$ cat src/rtl/conv_encoder_param_if.sv
// Bit-stream in / code-symbol out handshake bundle for conv_encoder_param.
// The slave modport is the encoder's view; the master modport is the source/sink side.
interface conv_encoder_param_if #(
  parameter int unsigned N_OUT = 2
);
  logic             i_valid;
  logic             o_ready;
  logic             i_data;
  logic             i_last;
  logic             o_valid;
  logic             i_ready;
  logic [N_OUT-1:0] o_data;
  logic             o_last;

  modport slave (
    input  i_valid,
    input  i_data,
    input  i_last,
    input  i_ready,
    output o_ready,
    output o_valid,
    output o_data,
    output o_last
  );

  modport master (
    output i_valid,
    output i_data,
    output i_last,
    output i_ready,
    input  o_ready,
    input  o_valid,
    input  o_data,
    input  o_last
  );
endinterface

$ cat src/rtl/conv_encoder_param.sv
// Rate-1/N_OUT feed-forward convolutional encoder with optional zero-tail termination
// and valid/ready flow control on both the bit input and the symbol output.
module conv_encoder_param #(
  parameter int unsigned        K         = 3,
  parameter int unsigned        N_OUT     = 2,
  parameter logic [N_OUT*K-1:0] GEN       = {3'b111, 3'b101},
  parameter bit                 TERMINATE = 1'b1
) (
  input  logic                i_clk,
  input  logic                i_rst_n,
  conv_encoder_param_if.slave bus,
  output logic                o_busy
);

  localparam int unsigned    SrW      = K - 1;
  localparam int unsigned    TcW      = $clog2(K);
  localparam logic [TcW-1:0] TailLast = TcW'(K - 2);

  typedef enum logic [1:0] {StIdle, StEnc, StTail} state_e;

  state_e             state_q, state_d;
  logic [SrW-1:0]     sr_q, sr_d;
  logic [TcW-1:0]     tail_cnt_q, tail_cnt_d;
  logic               out_valid_q, out_valid_d;
  logic [N_OUT-1:0]   out_data_q, out_data_d;
  logic               out_last_q, out_last_d;

  logic               adv;
  logic               accept;
  logic               bit_in;
  logic [K-1:0]       window;
  logic [SrW-1:0]     sr_shift;
  logic [N_OUT-1:0]   code;

  // The output register may load whenever it is empty or being drained this cycle.
  assign adv         = !out_valid_q || bus.i_ready;
  assign bus.o_ready = i_rst_n && adv && (state_q != StTail);
  assign accept      = bus.i_valid && bus.o_ready;

  assign bit_in   = (state_q == StTail) ? 1'b0 : bus.i_data;
  assign window   = {bit_in, sr_q};
  assign sr_shift = {bit_in, sr_q[SrW-1:1]};

  // o_data[i] belongs to generator N_OUT-1-i, which sits at GEN[i*K +: K].
  always_comb begin
    code = '0;
    for (int i = 0; i < int'(N_OUT); i++) begin
      code[i] = ^(window & GEN[i*K +: K]);
    end
  end

  always_comb begin
    state_d     = state_q;
    sr_d        = sr_q;
    tail_cnt_d  = tail_cnt_q;
    out_valid_d = out_valid_q;
    out_data_d  = out_data_q;
    out_last_d  = out_last_q;

    if (adv) begin
      out_valid_d = 1'b0;
    end

    unique case (state_q)
      StIdle, StEnc: begin
        if (accept) begin
          out_valid_d = 1'b1;
          out_data_d  = code;
          out_last_d  = 1'b0;
          sr_d        = sr_shift;
          if (bus.i_last) begin
            if (TERMINATE) begin
              state_d = StTail;
            end else begin
              // Truncated frame: mark this symbol last and restart from the zero state.
              out_last_d = 1'b1;
              sr_d       = '0;
              state_d    = StIdle;
            end
          end else begin
            state_d = StEnc;
          end
        end
      end
      StTail: begin
        if (adv) begin
          out_valid_d = 1'b1;
          out_data_d  = code;
          out_last_d  = 1'b0;
          sr_d        = sr_shift;
          if (tail_cnt_q == TailLast) begin
            out_last_d = 1'b1;
            tail_cnt_d = '0;
            state_d    = StIdle;
          end else begin
            tail_cnt_d = tail_cnt_q + 1'b1;
          end
        end
      end
      default: begin
        state_d = StIdle;
      end
    endcase
  end

  always_ff @(posedge i_clk) begin
    if (!i_rst_n) begin
      state_q     <= StIdle;
      sr_q        <= '0;
      tail_cnt_q  <= '0;
      out_valid_q <= 1'b0;
      out_data_q  <= '0;
      out_last_q  <= 1'b0;
    end else begin
      state_q     <= state_d;
      sr_q        <= sr_d;
      tail_cnt_q  <= tail_cnt_d;
      out_valid_q <= out_valid_d;
      out_data_q  <= out_data_d;
      out_last_q  <= out_last_d;
    end
  end

  assign bus.o_valid = out_valid_q;
  assign bus.o_data  = out_data_q;
  assign bus.o_last  = out_last_q;
  assign o_busy      = (state_q != StIdle);

endmodule

$ cat src/flat_wrapper.sv
// flat-port wrapper written by rule: the top's interface ports become plain ports
module conv_encoder_param_flat 
#(
  parameter int unsigned        K         = 3,
  parameter int unsigned        N_OUT     = 2,
  parameter logic [N_OUT*K-1:0] GEN       = {3'b111, 3'b101},
  parameter bit                 TERMINATE = 1'b1
)
  (i_clk, i_rst_n, o_busy, bus_i_valid, bus_i_data, bus_i_last, bus_i_ready, bus_o_ready, bus_o_valid, bus_o_data, bus_o_last);
  conv_encoder_param_if #(.N_OUT(N_OUT)) bus_i ();
  input  logic i_clk;
  input  logic i_rst_n;
  output logic o_busy;
  input wire logic [$bits(bus_i.i_valid)-1:0] bus_i_valid;
  input wire logic [$bits(bus_i.i_data)-1:0] bus_i_data;
  input wire logic [$bits(bus_i.i_last)-1:0] bus_i_last;
  input wire logic [$bits(bus_i.i_ready)-1:0] bus_i_ready;
  output wire logic [$bits(bus_i.o_ready)-1:0] bus_o_ready;
  output wire logic [$bits(bus_i.o_valid)-1:0] bus_o_valid;
  output wire logic [$bits(bus_i.o_data)-1:0] bus_o_data;
  output wire logic [$bits(bus_i.o_last)-1:0] bus_o_last;
  assign bus_i.i_valid = bus_i_valid;
  assign bus_i.i_data = bus_i_data;
  assign bus_i.i_last = bus_i_last;
  assign bus_i.i_ready = bus_i_ready;
  assign bus_o_ready = bus_i.o_ready;
  assign bus_o_valid = bus_i.o_valid;
  assign bus_o_data = bus_i.o_data;
  assign bus_o_last = bus_i.o_last;
  conv_encoder_param #(.K(K), .N_OUT(N_OUT), .GEN(GEN), .TERMINATE(TERMINATE)) u_core (.i_clk(i_clk), .i_rst_n(i_rst_n), .bus(bus_i), .o_busy(o_busy));
endmodule
$ cat config.mk
export PLATFORM = sky130hd
export DESIGN_NAME = conv_encoder_param_flat
export DESIGN_NICKNAME = d
export VERILOG_FILES = /design/src/rtl/conv_encoder_param_if.sv /design/src/rtl/conv_encoder_param.sv /design/src/flat_wrapper.sv
export SDC_FILE = /design/constraint.sdc
export NUM_CORES = 1
export LEC_CHECK = 0
export ABC_CLOCK_PERIOD_IN_PS = 2600
export BUFFER_PORTS_ARGS = -buffer_cell sky130_fd_sc_hd__buf_2
export CORE_AREA = 2 2 39 41
export CTS_CLUSTER_SIZE = 40
export DETAILED_ROUTE_END_ITERATION = 7
export DIE_AREA = 0 0 41 43
export PLACE_DENSITY = 0.52
export REMOVE_ABC_BUFFERS = 1
export SKIP_LAST_GASP = 1
export SLEW_MARGIN = 40
export SYNTH_ARGS = -nofsm -noshare
export SYNTH_HDL_FRONTEND = slang
export SYNTH_SLANG_ARGS = --single-unit
$ cat constraint.sdc
create_clock -name i_clk -period 2.6 [get_ports i_clk]
set_input_delay 0.52 -clock i_clk [delete_from_list [all_inputs] [get_ports i_clk]]
set_output_delay 0.52 -clock i_clk [all_outputs]
set_load 0.1 [all_outputs]
== Word-level counts from Yosys, hierarchy flattened ==
Index checks and enable logic that the tools add are counted.
Word-level totals
  bits in registers: 10
  input port bits: 6
  output and inout bits: 6
  logic and storage cells: 49
Operators by class
  add/subtract/negate cells: 1
  eq/ne operators: 7
  mux-type cells: 21
  reductions and logical operators: 14
Operators with widths (count)
  $mux 2: 9
  $pmux 2 s2: 3
  $mux 1: 7
  $reduce_and 3->1: 2
  $reduce_xor 3->1: 2
  $eq 2x1->1 const B: 2
  $ne 2x1->1 const B: 2
  $ne 2x2->1 const B: 2
  $pmux 1 s2: 2
  $reduce_bool 2->1: 2
  $logic_and 1x1->1: 3
  $add 2x1->2 const B: 1
  $eq 2x2->1 const B: 1
  $logic_not 2->1: 1
  $reduce_and 2->1: 1
  $reduce_or 2->1: 1
  $logic_not 1->1: 1
  $logic_or 1x1->1: 1

== Longest topological paths before layout ==
Gate-level depths: netlist of the first run.
  depth in word-level cells: 7
  gate-level depth with buffers: 5

== Worst setup path before layout of the first run ==
No wires, ideal clock.
  kind: register -> output
  from: register u_core.out_valid_q (netlist: u_core.bus.o_valid)
  to: output port bus_o_ready
  data arrival time: 3090 ps
  required time: 2080 ps
  slack: -1010 ps
  stages on the path, launching flop included: 4
  buffers on the path: 1
  cells stage by stage: dfxtp_1 > nor2b_1 > buf_2 > nor3_1
On the way
  longest elaborated chain between the ends: 4
RTL lines
  from (decl): line conv_encoder_param.sv:24  | logic out_valid_q, out_valid_d;
  from (signal assigned): line conv_encoder_param.sv:118  | out_valid_q <= out_valid_d;
  $logic_not 1->1: line conv_encoder_param.sv:36  | assign adv = !out_valid_q || bus.i_ready;
  $logic_or 1x1->1: line conv_encoder_param.sv:36
  $logic_and 1x1->1 (2 in a row): line conv_encoder_param.sv:37  | assign bus.o_ready = i_rst_n && adv && (state_q != StTail);
  to (decl): line flat_wrapper.sv:18  | output wire logic [$bits(bus_i.o_ready)-1:0] bus_o_ready;
No other way between the ends.

== Final worst setup path of the first run ==
  from: input port i_rst_n
  to: output port bus_o_ready
On the way
  longest elaborated chain between the ends: 2
RTL lines
  from (decl): line flat_wrapper.sv:12  | input logic i_rst_n;
  $logic_and 1x1->1 (2 in a row): line conv_encoder_param.sv:37
No other way between the ends.

==> flow_summary.json, run 1 <==
{
  "fmax_ghz": 0.501,
  "grt_pass1_vias": 354,
  "met1_length_um": 443,
  "yosysTopAreaCell": "dfxtp_1",
  "crit_type": "input pin to primary output",
  "die_area_um2": 1760,
  "netlist_instances": 53,
  "grt.overflow.total": 0,
  "ys_types": 26,
  "worstMarginPinSlew_ns": 0.501,
  "dr.pass1.iters": 4,
  "cp.required_ns": 2.08,
  "track_usage": 0.133,
  "antenna_cells": 0,
  "yosys_warnings": 0,
  "cp_slowest_stage_delay_ns": 0.47,
  "cts-root-buf": "clkbuf_4",
  "drive_above_1_share": 0.299,
  "port_buffers": 11,
  "wl_um": 934,
  "synth_seq_area_share": 0.444,
  "fin_crit_sh": 0.768,
  "setup_viol": 0,
  "path_clk_slew_ns": 0.06,
  "ys_ff_latch": 10,
  "nNetsFinal": 75,
  "synthesis.area_um2": 450,
  "cpMaxStageDelayCell": "buf_2",
  "chipHeight_um": 43,
  "worstSetupStartpointType": "input pin",
  "place.gp.congestion": 0.765,
  "finalHoldViolCount": 0,
  "holdWs_ns": 0.435,
  "period_needed_ns": 2.00,
  "end_kind": "primary output",
  "cp-startpoint": "i_rst_n",
  "dp_cells": 80,
  "wl_per_cell_um": 11.3,
  "synth-edff-count": 0,
  "fillers": 148,
  "path_buf_inv": 3,
  "crit_fanout": 10,
  "arrival_ns": 1.48,
  "vias": 424,
  "cap_violations": 0,
  "maxSlewViolCount": 0,
  "synth_top_area_frac": 0.444,
  "routed-wl-met3_um": 68,
  "post_cts_resized": 0,
  "yosysMostFrequentCell": "dfxtp_1",
  "cp_num_cells": 4,
  "hp-class": "flip-flop to flip-flop",
  "holdBufCountCts": 0,
  "path_cells": "buf_2, inv_2, nor3_1, buf_2",
  "clock-sinks": 10,
  "wl_met2_um": 411,
  "die_w_um": 41,
  "cts_max_level": 1,
  "yosys-top-cells-count": "dfxtp_1 (10), a21oi_1 (6), nor2_1 (6), nand2_1 (5), nand2b_1 (3)",
  "status": "complete, no violations",
  "fp-row-count": 14,
  "critPathCapture": "bus_o_ready",
  "top_layer_used": "met4",
  "postCtsSetupRepairBufs": 0,
  "rsz0062_at_grt": "no",
  "grt_pass1_wl_mm": 1.50,
  "ir_worst_vdd_uv": 317,
  "power_density_nw_per_um2": 673,
  "syn2layout_area_growth_pct": 22.2,
  "synth_top_cells_by_area": "dfxtp_1 (44%), a21oi_1 (6.7%), nor2_1 (5.0%)",
  "r2r-end": "u_core.bus.o_data[1]",
  "clock_path_buffers": 2,
  "power_leakage_uw": 0.000231,
  "grt_antenna_before_repair": 0,
  "crit_family": "buffers and inverters",
  "grt_max_degree": 11,
  "critical_path.reg2reg.startpoint": "u_core.bus.o_valid",
  "pin_count": 12,
  "dp.final_hpwl_um": 692,
  "cts_tree": "done",
  "final.setup_skew_ns": 0.000919,
  "fp.coreArea_um2": 1380,
  "finalNonFillerCells": 83,
  "drc": 0,
  "r2r_slack_ns": 1.07,
  "ant_nets": 0,
  "synthArstFlopShare": 0,
  "viasPerCell": 5.11,
  "ys.flop_type": "dfxtp_1",
  "r2r_cells": 5,
  "first_iter_violations": 11,
  "relSlewSlack": 0.661,
  "clk_latency_ns": 0.26,
  "cts_buffers": 3,
  "syn_avg_cell_area_um2": 8.50,
  "path_common_cell": "buf_2",
  "initial_utilization": 0.325
}
[how the worst min path moves through the flow]
stage / start / end / slack, ns / cells after the start
floorplan: u_core.tail_cnt_q[1] / u_core.tail_cnt_q[1] / 0.41 / 2
global placement: u_core.tail_cnt_q[1] / u_core.tail_cnt_q[1] / 0.46 / 2
detailed placement: u_core.tail_cnt_q[1] / u_core.tail_cnt_q[1] / 0.42 / 2
CTS: u_core.tail_cnt_q[1] / u_core.tail_cnt_q[1] / 0.43 / 2
global route: u_core.tail_cnt_q[1] / u_core.tail_cnt_q[1] / 0.45 / 2
finish: u_core.tail_cnt_q[1] / u_core.tail_cnt_q[1] / 0.43 / 2
[layout by cell type, fill, tap and decap left out, types with 2 or more instances in the layout]
| master | instances |
|---|---|
| a21oi_1 | 6 |
| buf_2 | 11 |
| clkbuf_4 | 3 |
| dfxtp_1 | 10 |
| nand2_1 | 5 |
| nand2b_1 | 3 |
| nor2_1 | 6 |
| nor2b_1 | 2 |
| nor3_1 | 2 |
[metal layers]
metal | track usage | vias up
met4 | 0.0600 | 0
li1 | - | 219
met2 | 0.181 | 14
met3 | 0.0785 | 2
met5 | 0 | -
met1 | 0.163 | 189
[power breakdown]
group	switching, uW	internal [uW]
Clock	48.6	53.3
Combinational	78.0	23.4
Sequential	5.68	162
[logic make-up after synthesis]
| group | Yosys count | share of synthesized area |
|---|---|---|
| DFF | 10 | 0.444 |
| buffers and inverters | 2 | 0.0194 |
| and+or+nand+nor | 27 | 0.322 |
| AOI/OAI and AO/OA | 13 | 0.194 |
| xor gates and xnor gates | 1 | 0.0194 |
[registers in the layout (all words and copies together), names as in the netlist]
name / cells
u_core.bus.o_last: 1
u_core.sr_q: 2
u_core.tail_cnt_q: 2
u_core.bus.o_valid: 1
u_core.state_q: 2
u_core.bus.o_data: 2
[cell type report]
type	instances	area (um2)	share of cell area
inverters	1	3.75	0.00682
well taps	16	20.0	0.0364
flip-flops and latches	10	200	0.364
multi-input cells	41	241	0.439
repair buffers	12	62.6	0.114
clock buffers	3	22.5	0.0409
[tightest hold or removal path, cell delays in order (launching register included)]
cell and delay, ns:
dfxtp_1 0.30, nand2_1 0.05, a21oi_1 0.03
[stage by stage]
step	worst slack, ns	util	TNS (ns)	cell area (um2)	power [uW]
floorplan	-0.949	-	-0.949	445	252
global placement	0.704	0.382	0	528	272
detailed placement	0.632	0.382	0	528	272
CTS	0.625	0.398	0	551	375
global route	0.551	0.398	0	551	394
finish	0.603	0.398	0	551	371
No activity file was read; power rests on OpenSTA's default activity.
==> run 2, diff against run 1 <==
--- a/config.mk
+++ b/config.mk
@@ -5,13 +5,13 @@
 export SDC_FILE = /design/constraint.sdc
 export NUM_CORES = 1
 export LEC_CHECK = 0
-export ABC_CLOCK_PERIOD_IN_PS = 2600
+export ABC_CLOCK_PERIOD_IN_PS = 1800
 export BUFFER_PORTS_ARGS = -buffer_cell sky130_fd_sc_hd__buf_2
 export CORE_AREA = 2 2 39 41
 export CTS_CLUSTER_SIZE = 40
 export DETAILED_ROUTE_END_ITERATION = 7
 export DIE_AREA = 0 0 41 43
-export PLACE_DENSITY = 0.52
+export PLACE_DENSITY = 0.54
 export REMOVE_ABC_BUFFERS = 1
 export SKIP_LAST_GASP = 1
 export SLEW_MARGIN = 40
==> constraint.sdc (replaced) <==
create_clock -name i_clk -period 1.8 [get_ports i_clk]
set_input_delay 0.36 -clock i_clk [delete_from_list [all_inputs] [get_ports i_clk]]
set_output_delay 0.36 -clock i_clk [all_outputs]
set_load 0.1 [all_outputs]
==> flow_summary.json, run 2 (synthesis results as in run 1) <==
{
  "crit_type": "flip-flop to primary output",
  "grt_max_degree": 9,
  "hp-class": "input pin to flip-flop",
  "total_power_uw": 608,
  "setup_viol": 0,
  "holdBufCountCts": 0,
  "fp-row-count": 14,
  "dr.pass1.iters": 6,
  "maxSlewViolCount": 0,
  "utilization": 0.424,
  "rsz0062_at_grt": "no",
  "cp-startpoint": "u_core.state_q[1]",
  "ant_nets": 0,
  "grt.overflow.total": 0,
  "die_area_um2": 1760,
  "grt_antenna_before_repair": 0,
  "multiInputGateArea_um2": 249,
  "dpl_worst_slack_ns": 0.221,
  "fillers": 151,
  "cts_buffers": 3,
  "period_needed_ns": 1.68,
  "relSlewSlack": 0.625,
  "final.setup_skew_ns": 0.00507,
  "finalHoldViolCount": 0,
  "drc": 0,
  "power_density_nw_per_um2": 1040,
  "holdWs_ns": 0.333,
  "r2r_slack_ns": 0.29,
  "fin_crit_sh": 0.933,
  "layout_common_cells": "buf_2 (10), dfxtp_1 (10), nor2_1 (6), a21oi_1 (6), nand2_1 (5)",
  "pin_count": 12,
  "dp.final_hpwl_um": 709,
  "vias": 426,
  "grt_pass1_vias": 327,
  "drive_above_1_share": 0.338,
  "critical_path.reg2reg.startpoint": "u_core.state_q[1]",
  "cts_max_level": 1,
  "grt_pass1_wl_mm": 1.46,
  "track_usage": 0.131,
  "viasPerCell": 5.07,
  "die_w_um": 41,
  "crit_fanout": 6,
  "fmax_ghz": 0.596,
  "first_iter_violations": 10,
  "wl_um": 985,
  "port_buffers": 11,
  "wl_per_cell_um": 11.7,
  "clock_path_buffers": 2,
  "clk_latency_ns": 0.27,
  "syn2layout_area_growth_pct": 30.3,
  "end_kind": "primary output",
  "arrival_ns": 1.32,
  "path_clk_slew_ns": 0.07,
  "chipHeight_um": 43,
  "r2r_cells": 4,
  "critPathCapture": "bus_o_ready",
  "cp.required_ns": 1.44,
  "ir_worst_vdd_uv": 395,
  "tns_ns": 0,
  "nNetsFinal": 75,
  "worstMarginPinSlew_ns": 0.554,
  "power_leakage_uw": 0.000243,
  "fin_ws_ns": 0.121,
  "place.gp.congestion": 0.803,
  "status": "complete, no violations",
  "worstSetupStartpointType": "flip-flop",
  "cts-root-buf": "clkbuf_4",
  "antenna_cells": 0,
  "clock-sinks": 10,
  "postCtsSetupRepairBufs": 0,
  "seqCellArea_um2": 200,
  "cts_tree": "done",
  "initial_utilization": 0.325,
  "cap_violations": 0,
  "r2r-end": "u_core.bus.o_data[1]",
  "fp.coreArea_um2": 1380
}
-- run 2: cell count changes in the layout (fill, tap and decap cells not counted) --
cell      delta
nor3_2       +1
nor2b_2      +1
nor2b_1      -1
clkbuf_8     +1
nor3_1       -1
buf_2        -1
buf_12       +1
-- run 2: cell type report --
cell class                 instances  area share
timing repair buffer              12       0.132
multi-input combinational         41       0.424
clock buffer                       4      0.0618
inverter                           1     0.00640
tap                               16      0.0341
sequential                        10       0.341
-- run 2: how the worst min path moves through the flow --
| stage | cells past startpoint | slack (ns) | from | to |
|---|---|---|---|---|
| global route | 3 | 0.36 | bus_i_last | u_core.state_q[1] |
| finish | 3 | 0.33 | bus_i_last | u_core.state_q[1] |
| floorplan | 2 | 0.41 | u_core.tail_cnt_q[1] | u_core.tail_cnt_q[1] |
| global placement | 2 | 0.45 | u_core.tail_cnt_q[1] | u_core.tail_cnt_q[1] |
| CTS | 3 | 0.33 | bus_i_last | u_core.state_q[1] |
| detailed placement | 2 | 0.42 | u_core.tail_cnt_q[1] | u_core.tail_cnt_q[1] |
-- run 2: power breakdown --
group          total [uW]  leakage [uW]  switching, uW  internal [uW]
Sequential            242     0.0000816           8.96            233
Combinational         155      0.000141            114           41.0
Clock                 211     0.0000210           87.7            123
-- run 2: critical path, stage by stage (launching register included) --
cell and delay [ns]:
dfxtp_1 0.41, nor2b_1 0.34, nor3_2 0.11, buf_12 0.18
-- run 2: layer usage --
layer  share of wire  global-route usage  up-vias
met3           0.066              0.0471        4
li1                -                   -      221
met1            0.48               0.184      189
met4           0.019               0.120        0
met2            0.43               0.147       12
met5               0                   0        -
-- run 2: metrics by stage --
step / std cells / cell area [um2]
after floorplan: 52 / 445
after global placement: 80 / 543
after detailed placement: 80 / 543
after CTS: 84 / 579
after global routing: 84 / 587
final: 84 / 587
-- run 2: what timing repair did --
action | in CTS | in global routing
endpoints found under the setup margin | 0 | 1
gates resized for setup | 0 | 2
endpoints found under the hold margin | 0 | 0
